[config.mk]
export PLATFORM = sky130hd
export DESIGN_NAME = lsu_mem_stage
export DESIGN_NICKNAME = d
export VERILOG_FILES = /design/src/rtl/lsu_pkg.sv /design/src/rtl/lsu_load_align.sv /design/src/rtl/lsu_mem_stage.sv
export SDC_FILE = /design/constraint.sdc
export NUM_CORES = 1
export LEC_CHECK = 0
export CORE_MARGIN = 8
export CORE_UTILIZATION = 33
export DETAILED_ROUTE_END_ITERATION = 8
export PLACE_DENSITY = 0.89
export SLEW_MARGIN = 15
export SYNTH_ARGS = -nofsm -noshare
export SYNTH_HDL_FRONTEND = slang
export SYNTH_SLANG_ARGS = --single-unit
[constraint.sdc]
create_clock -name clk -period 1.5 [get_ports clk]
set_input_delay 0.3 -clock clk [delete_from_list [all_inputs] [get_ports clk]]
set_output_delay 0.3 -clock clk [all_outputs]
set_load 0.005 [all_outputs]
[src/rtl/lsu_pkg.sv]
// lsu_pkg: shared definitions for the memory-stage load/store unit.
//   - func3 encodings for RV32I loads and stores
//   - lsu_state_e: request/grant/response FSM states
//   - access_size(): access width decoded from func3[1:0]
//   - misaligned(): alignment check for a given size code and address
//   - trunc_lo(): low address bits with misaligned bits cleared
package lsu_pkg;

    localparam logic [2:0] F3_LB  = 3'b000;
    localparam logic [2:0] F3_LH  = 3'b001;
    localparam logic [2:0] F3_LW  = 3'b010;
    localparam logic [2:0] F3_LBU = 3'b100;
    localparam logic [2:0] F3_LHU = 3'b101;
    localparam logic [2:0] F3_SB  = 3'b000;
    localparam logic [2:0] F3_SH  = 3'b001;
    localparam logic [2:0] F3_SW  = 3'b010;

    localparam logic [1:0] SZ_BYTE = 2'b00;
    localparam logic [1:0] SZ_HALF = 2'b01;
    localparam logic [1:0] SZ_WORD = 2'b10;

    typedef enum logic [1:0] {
        IDLE = 2'd0,
        REQ  = 2'd1,
        WAIT = 2'd2,
        DONE = 2'd3
    } lsu_state_e;

    // func3[1:0] alone fixes the width for both loads and stores; the
    // unused codes (x11, 11x) fall into the word case.
    function automatic logic [1:0] access_size(input logic [1:0] f3_lo);
        case (f3_lo)
            2'b00:   return SZ_BYTE;
            2'b01:   return SZ_HALF;
            default: return SZ_WORD;
        endcase
    endfunction

    function automatic logic misaligned(input logic [1:0] f3_lo, input logic [1:0] addr_lo);
        case (access_size(f3_lo))
            SZ_HALF: return addr_lo[0];
            SZ_WORD: return (addr_lo != 2'b00);
            default: return 1'b0;
        endcase
    endfunction

    function automatic logic [1:0] trunc_lo(input logic [1:0] f3_lo, input logic [1:0] addr_lo);
        case (access_size(f3_lo))
            SZ_HALF: return {addr_lo[1], 1'b0};
            SZ_WORD: return 2'b00;
            default: return addr_lo;
        endcase
    endfunction

endpackage

[src/rtl/lsu_load_align.sv]
// lsu_load_align: combinational load formatter.
// Picks the byte or halfword lane selected by addr_lo out of the raw bus
// word and sign- or zero-extends it according to func3.
//   rdata   in  32  raw word from the data bus
//   addr_lo in  2   byte offset (already truncated for the access size)
//   func3   in  3   load size/sign encoding
//   data    out 32  formatted load result
module lsu_load_align
    import lsu_pkg::*;
(
    input  logic [31:0] rdata,
    input  logic [1:0]  addr_lo,
    input  logic [2:0]  func3,
    output logic [31:0] data
);

    logic [7:0]  byte_sel;
    logic [15:0] half_sel;
    logic        is_unsigned;

    assign is_unsigned = func3[2];

    always_comb begin
        byte_sel = rdata[7:0];
        case (addr_lo)
            2'd0:    byte_sel = rdata[7:0];
            2'd1:    byte_sel = rdata[15:8];
            2'd2:    byte_sel = rdata[23:16];
            default: byte_sel = rdata[31:24];
        endcase
    end

    assign half_sel = addr_lo[1] ? rdata[31:16] : rdata[15:0];

    always_comb begin
        data = rdata;
        case (access_size(func3[1:0]))
            SZ_BYTE: data = is_unsigned ? {24'd0, byte_sel} : {{24{byte_sel[7]}}, byte_sel};
            SZ_HALF: data = is_unsigned ? {16'd0, half_sel} : {{16{half_sel[15]}}, half_sel};
            default: data = rdata;
        endcase
    end

endmodule

[src/rtl/lsu_mem_stage.sv]
// lsu_mem_stage: memory-stage load/store unit with a single-outstanding
// request/grant/response bus.
//
// Optional feature: define LSU_MISALIGN_TRAP_EN to drop misaligned accesses
// and pulse misaligned_o; otherwise the low address bits are truncated and
// the access proceeds.
//
// Ports:
//   clk, reset           clock, synchronous active-high reset
//   mem_read, mem_write  registered load/store request (both set = store)
//   func3                RV32I size/sign encoding
//   addr, wdata          byte address and store data
//   stall_o              holds upstream pipeline registers while busy
//   rdata_o              formatted load data (registered)
//   load_valid_o         one-cycle pulse when rdata_o updates
//   misaligned_o         registered misaligned-access pulse
//   bus_req/we/addr/be/wdata  request channel
//   bus_gnt              request accepted
//   bus_rvalid/rdata     read response channel
//   state_o              current FSM state (debug)
//
// Handshake: a request is presented with bus_req=1 and all bus_* outputs
// stable; it is accepted in the cycle bus_gnt is high. Read data is
// accepted only in WAIT when bus_rvalid is high; bus_rvalid elsewhere is
// ignored.
module lsu_mem_stage
    import lsu_pkg::*;
#(
    parameter int ADDR_W = 32,
    parameter int DATA_W = 32
) (
    input  logic              clk,
    input  logic              reset,
    input  logic              mem_read,
    input  logic              mem_write,
    input  logic [2:0]        func3,
    input  logic [ADDR_W-1:0] addr,
    input  logic [DATA_W-1:0] wdata,
    output logic              stall_o,
    output logic [DATA_W-1:0] rdata_o,
    output logic              load_valid_o,
    output logic              misaligned_o,
    output logic              bus_req,
    output logic              bus_we,
    output logic [ADDR_W-1:0] bus_addr,
    output logic [3:0]        bus_be,
    output logic [DATA_W-1:0] bus_wdata,
    input  logic              bus_gnt,
    input  logic              bus_rvalid,
    input  logic [DATA_W-1:0] bus_rdata,
    output logic [1:0]        state_o
);

    lsu_state_e  state;
    logic        op;
    logic        is_store;
    logic        legal;
    logic        issue;
    logic [1:0]  size;
    logic [1:0]  lo;
    logic [DATA_W-1:0] load_data;

    assign op       = mem_read | mem_write;
    assign is_store = mem_write;
    assign size     = access_size(func3[1:0]);
    assign lo       = trunc_lo(func3[1:0], addr[1:0]);

`ifdef LSU_MISALIGN_TRAP_EN
    logic mis_detect;
    assign mis_detect = misaligned(func3[1:0], addr[1:0]);
    assign legal      = !mis_detect;
`else
    assign legal        = 1'b1;
    assign misaligned_o = 1'b0;
`endif

    // Upstream holds mem_*/func3/addr/wdata while stall_o is high, so bus
    // outputs derived from them stay stable through REQ and WAIT.
    assign issue   = ((state == IDLE) && op && legal) || (state == REQ);
    assign bus_req = !reset && issue;
    assign stall_o = !reset && (issue || (state == WAIT));

    assign bus_we   = is_store;
    assign bus_addr = {addr[ADDR_W-1:2], 2'b00};
    assign state_o  = state;

    always_comb begin
        bus_be    = 4'b1111;
        bus_wdata = wdata;
        if (is_store) begin
            case (size)
                SZ_BYTE: begin
                    bus_be    = 4'b0001 << lo;
                    bus_wdata = {4{wdata[7:0]}};
                end
                SZ_HALF: begin
                    bus_be    = 4'b0011 << lo;
                    bus_wdata = {2{wdata[15:0]}};
                end
                default: begin
                    bus_be    = 4'b1111;
                    bus_wdata = wdata;
                end
            endcase
        end
    end

    lsu_load_align u_load_align (
        .rdata   (bus_rdata),
        .addr_lo (lo),
        .func3   (func3),
        .data    (load_data)
    );

    always_ff @(posedge clk) begin
        if (reset) begin
            state        <= IDLE;
            rdata_o      <= '0;
            load_valid_o <= 1'b0;
`ifdef LSU_MISALIGN_TRAP_EN
            misaligned_o <= 1'b0;
`endif
        end else begin
            load_valid_o <= 1'b0;
`ifdef LSU_MISALIGN_TRAP_EN
            misaligned_o <= 1'b0;
`endif
            case (state)
                IDLE: begin
                    if (op && legal) begin
                        if (bus_gnt) state <= is_store ? DONE : WAIT;
                        else         state <= REQ;
                    end
`ifdef LSU_MISALIGN_TRAP_EN
                    // Misaligned op is dropped: no request, no stall.
                    if (op && mis_detect) misaligned_o <= 1'b1;
`endif
                end
                REQ: begin
                    if (bus_gnt) state <= is_store ? DONE : WAIT;
                end
                WAIT: begin
                    if (bus_rvalid) begin
                        rdata_o      <= load_data;
                        load_valid_o <= 1'b1;
                        state        <= DONE;
                    end
                end
                // DONE releases the stall for one cycle so the pipeline
                // register advances before the op could be seen again.
                default: state <= IDLE;
            endcase
        end
    end

endmodule

## Yosys cells after proc, flatten, opt, wreduce, memory -nomap -nowiden

Index checks and enable logic that the tools add are counted.

| storage, ports and cells | value |
|---|---|
| register bits after elaboration | 35 |
| latch bits | 0 |
| RAM bits | 0 |
| memory bits (read-only) | 0 |
| input port bits | 105 |
| output and inout bits | 107 |
| logic and storage cells | 48 |
| memories | 0 |

| operators by class | value |
|---|---|
| add/subtract/negate cells | 0 |
| multiply operators | 0 |
| divide/modulo/power cells | 0 |
| magnitude comparators | 0 |
| equality and inequality tests | 10 |
| shifts and indexed selects | 2 |
| mux-type cells | 18 |
| bitwise logic cells | 2 |
| reduce and logical (&&, ||, !) cells | 13 |

Operator list:

| operator | count |
|---|---|
| 32-bit one-hot mux with 2 select lines | 2 |
| 32-bit 2-to-1 mux | 3 |
| 8-bit one-hot mux with 3 select lines | 1 |
| 16-bit 2-to-1 mux | 1 |
| 2-bit by 1-bit equality test with 1-bit output, second input constant | 4 |
| 2-bit logical NOT | 4 |
| 2-bit 2-to-1 mux | 4 |
| 2-bit one-hot mux with 2 select lines | 2 |
| 4-bit one-hot mux with 2 select lines | 1 |
| 2-bit equality test, second input constant | 3 |
| 2-bit inequality test, second input constant | 3 |
| 2-bit one-hot mux with 3 select lines | 1 |
| 4-bit 2-to-1 mux | 1 |
| 1-bit by 2-bit left shift with 4-bit output, first input constant | 1 |
| 2-bit by 2-bit left shift with 4-bit output, first input constant | 1 |
| 1-bit logical AND | 3 |
| 3-bit AND reduction | 1 |
| 1-bit logical OR | 2 |
| 1-bit 2-to-1 mux | 2 |
| 2-bit AND reduction | 1 |
| 2-bit OR reduction | 1 |
| 1-bit logical NOT | 1 |
| 1-bit inverter | 1 |
| 1-bit bitwise OR | 1 |

## Depth between registers and ports, before layout

| depth | value |
|---|---|
| word-level depth | 8 |
| gate-level depth with buffers | 8 |
| mapped depth without buffers | 6 |

## Cells and area by module

A second synthesis with hierarchy kept.

| second synthesis, totals | value |
|---|---|
| cells, all modules | 398 |
| area, all modules | 2788.9 um^2 |

Modules (own cells, without submodules):

| module | times used | cells each | area an instance (um^2) | seq. area each (um^2) |
|---|---|---|---|---|
| lsu_mem_stage | 1 | 283 | 2068.2 | 700.7 |
| lsu_load_align | 1 | 115 | 720.7 | 0.0 |

## Least setup slack after synthesis

No wires, ideal clock.

| timing path | value |
|---|---|
| kind | register to register |
| start point | register state[0], in the netlist state_o[0] |
| end point | register rdata_o[21] |
| library setup time | 0.086 ns |
| arrival | 1.531 ns |
| data required time | 1.414 ns |
| setup slack | -0.116 ns |
| stages on the path, launching flop included | 7 |
| buffers on the path | 1 |
| period minus slack after synthesis | 1.616 ns |
| path through | dfxtp_1 -> inv_1 -> ha_1 -> nand2_1 -> clkbuf_1 -> a211oi_1 -> a211oi_1 |

| on the way | value |
|---|---|
| longest elaborated chain between the ends | 2 |

Ends and longest elaborated chain:

| element | RTL line | source |
|---|---|---|
| start, declared | lsu_mem_stage.sv:54 | `lsu_state_e state;` |
| start signal, assigned | lsu_mem_stage.sv:131 | `if (bus_gnt) state <= is_store ? DONE : WAIT;` |
| start signal, assigned | lsu_mem_stage.sv:140 | `if (bus_gnt) state <= is_store ? DONE : WAIT;` |
| 2-bit equality test | lsu_mem_stage.sv:128 | `case (state)` |
| 2-bit AND reduction (no source line) | - |  |
| end signal, assigned | lsu_mem_stage.sv:144 | `rdata_o <= load_data;` |
| end, declared | lsu_mem_stage.sv:40 | `output logic [DATA_W-1:0] rdata_o,` |

No other way between the ends.
A chain may end at the register's enable or synchronous reset.

## Final worst setup path

| timing path | value |
|---|---|
| start point | input port func3[1] |
| end point | output port bus_wdata[12] |

| on the way | value |
|---|---|
| longest elaborated chain between the ends | 5 |
| elaborated cells between the ends (all ways) | 7 |
| those cells by class | eq/ne (2); mux (3); reduce/logical (2) |

Ends and longest elaborated chain:

| element | RTL line | source |
|---|---|---|
| start, declared | lsu_mem_stage.sv:36 | `input logic [2:0] func3,` |
| 2-bit by 1-bit equality test with 1-bit output or 2-bit logical NOT (tied branches) | lsu_pkg.sv:32 | `case (f3_lo)` |
| 2-bit one-hot mux with 2 select lines * | lsu_pkg.sv:32 |  |
| 2-bit by 1-bit equality test with 1-bit output or 2-bit logical NOT (tied branches) | lsu_mem_stage.sv:91 | `case (size)` |
| 32-bit one-hot mux with 2 select lines * | lsu_mem_stage.sv:91 |  |
| 32-bit 2-to-1 mux * | lsu_mem_stage.sv:90 | `if (is_store) begin` |
| end, declared | lsu_mem_stage.sv:47 | `output logic [DATA_W-1:0] bus_wdata,` |

Every way passes the cells marked *; elsewhere a longest branch is shown, timed or not.

==> impl_metrics.toml <==
[pwr]
p_per_area_nw_per_um2 = 861
pwr-share-seq = 0.266
comb_power_share = 0.548
intPower_mw = 3.17
leakagePower_nw = 2.64
p_sw_frac = 0.351
power_frac_clock = 0.185
power_mw = 4.89
vdd.ir_drop.worst_mv = 0.533
p_sw_mw = 1.71

[clocking]
cts_tree = "yes"
postCtsHoldBufs = 0
cts.sinks = 35
clockBufferDepth = 2
clkSlewWorstSetupHoldPaths_ns = 0.08
htree_levels = 2
cts_buffers = 5
root_buffer = "clkbuf_8"
clkLatencyLatePin_ns = 0.30

[yosys]
synth_top_family_by_area = "compound AO/OA/AOI/OAI gates"
synth_compound_area_frac = 0.366
synthCells = 383
muxShareOfSynthArea = 0.0792
synthArstFlopShare = 0
synth_xor_xnor_area_share = 0
synth_ff_type = "dfxtp_1"
synth.avg_cell_area_sq_um = 8.09
synthAdderAreaFrac = 0.0162
synth_top_cell_area_share = 0.226
yosys.area_share.simple = 0.141
synth_cell_types = 48
synth_edf_count = 0
seq_area_frac_synth = 0.226
synth_area_leaders = "dfxtp_1 23%, buf_4 11%, a211oi_2 8.1%, nand2_1 5.2%, a21oi_1 5.0%"
yosysWarnings = 0
ys_ff_latch = 35
netlist.top_cell.by_area = "dfxtp_1"
syn_area_sq_um = 3100

[global_routing]
grt_max_degree = 35
overflow = 0
grt_pass1_vias = 3969
grt_use_total = 0.207
antenna_found_initial = 0
grt_pass1_wl_um = 21200

[outcome]
violations = "setup timing"
outcome = "finished, violations left"

[job]
cap_violations = 0

[die]
start_util = 0.337
die_x_um = 113
core-area_sq_um = 9200
dieArea_sq_um = 12700
pin_count = 212
rows = 35
die_h_um = 113

[detailed_routing]
detail-route-antenna-nets = 0
vias_per_cell = 5.56
routedWlPerCell_um = 21.1
drc_errors = 0
firstDrtPassIters = 4
initialDrtViolationCount = 316
vias = 3728
routed_wirelength_um = 14100

[sta]
drv_slew = 0
rsz0062_at_grt = "yes"
hold_viol_final = 0
fin_skew_ns = 0.00746
post-route-period-util = 1.11
timing.fmax_mhz = 600
period_needed_ns = 1.67
setup-violations-final = 13
finalWorstSetupSlack_ns = -0.167

[critical_path]
cp.arrival_ns = 1.37
required_ns = 1.20
worstPathMaxFanout = 8
crit_path_end_kind = "output pin"
setup.worst_path.start = "func3[1]"
critPathLaunchType = "input pin"
r2r_start = "state_o[0]"
crit_type = "in2out"

[cells_and_area]
mostFrequentLayoutCells = "81 x clkdlybuf4s50_1, 55 x buf_4, 37 x nand2_1"
final_net_count = 667
final_util = 0.617
syn2layout_area_growth_pct = 83.2
drive_gt1_frac = 0.428
layout_commonest_cell = "clkdlybuf4s50_1"
diodes = 0

[place]
place_congestion = 0.903
port_buffers = 148
dp_hpwl_um = 10100

[hold_path]
min_path_type = "reg2reg"
min_from = "rdata_o[2]"
stage by stage:
stage,hold slack [ns],instance area (sq um),setup WS [ns],setup TNS [ns],std cells
after floorplan,0.444,3130,-0.00989,-0.00989,385
after global placement,0.449,4820,-0.930,-48.87,638
after detailed placement,0.459,4820,-0.941,-50.68,638
after CTS,0.473,5400,-0.178,-1.69,666
after global routing,0.475,5680,-0.175,-2.08,670
final,0.469,5680,-0.167,-1.57,670
cells in the mapped netlist (2+ instances only):
library cell   n
a211oi_1      17
a21oi_1       31
o21ai_2        3
a311oi_2       6
buf_1          2
dfxtp_1       35
or3_1          3
nor3_1         4
and2_1         3
nor4b_1        2
nand2_1       43
nor2b_1        4
buf_6          3
clkbuf_1      13
nor2_1        27
ha_1           4
a221oi_1       4
buf_2         10
o21ai_0       13
mux2_2        10
a32o_1         5
and3_1         2
mux2i_1       11
a211oi_2      20
a31oi_1        3
buf_4         45
nand2b_1       5
a22oi_1        2
inv_1         13
mux2_1         2
a22o_1         3
o21ai_1        2
o21bai_1      16
o41ai_1        2
o31ai_1        2
state kept, by name, indices dropped and copies added, names as in the netlist:
signal,flops
load_valid_o,1
state_o,2
rdata_o,32
layout make-up:
type                       count  area [sq um]
clock inverter                 3          46.3
clock buffer                   5          68.8
inverter                      13          58.8
sequential                    35           718
fill                         744          3520
timing repair buffer         239          2450
tap                          111           139
multi-input combinational    264          2190
power by group through the flow:
stage	combinational (mW)	sequential, mW	clock, mW
2_1_floorplan	0.993	1.29	0
3_3_place_gp	2.15	1.28	0
3_5_place_dp	2.21	1.29	0
4_1_cts	2.57	1.29	0.926
5_1_grt	2.84	1.33	0.967
6_report	2.68	1.30	0.905
path summary, 6_finish.rpt:
path         slack, ns  cells after the start             to
max              -0.17                      6  bus_wdata[12]
min               0.47                      2     rdata_o[2]
max reg2reg      -0.13                      6     state_o[1]
min reg2reg       0.47                      2     rdata_o[2]
critical path, cell delays in order:
cell	delay (ns)
buf_8	0.10
or2_4	0.27
nor2_4	0.11
buf_12	0.15
mux2_4	0.31
buf_6	0.12
routing by layer:
layer	GRT usage	wire length, um
met5	0	0
met4	0.0986	584
met3	0.0639	1200
met2	0.358	7050
met1	0.226	5310
what timing repair did:
action                                  CTS  global route
endpoints found under the setup margin   76            75
cloned                                    5             1
pin swaps                                33            26
setup buffers                            17             5
resized for setup                       231            75
cell families after synthesis:
family	count (synthesis)
and+or+nand+nor	96
adders and majority gates	4
muxes	23
buffers and inverters	86
AOI/OAI and AO/OA	138
other	1
DFF	35
Note: power is estimated with default switching activity, not from simulation.
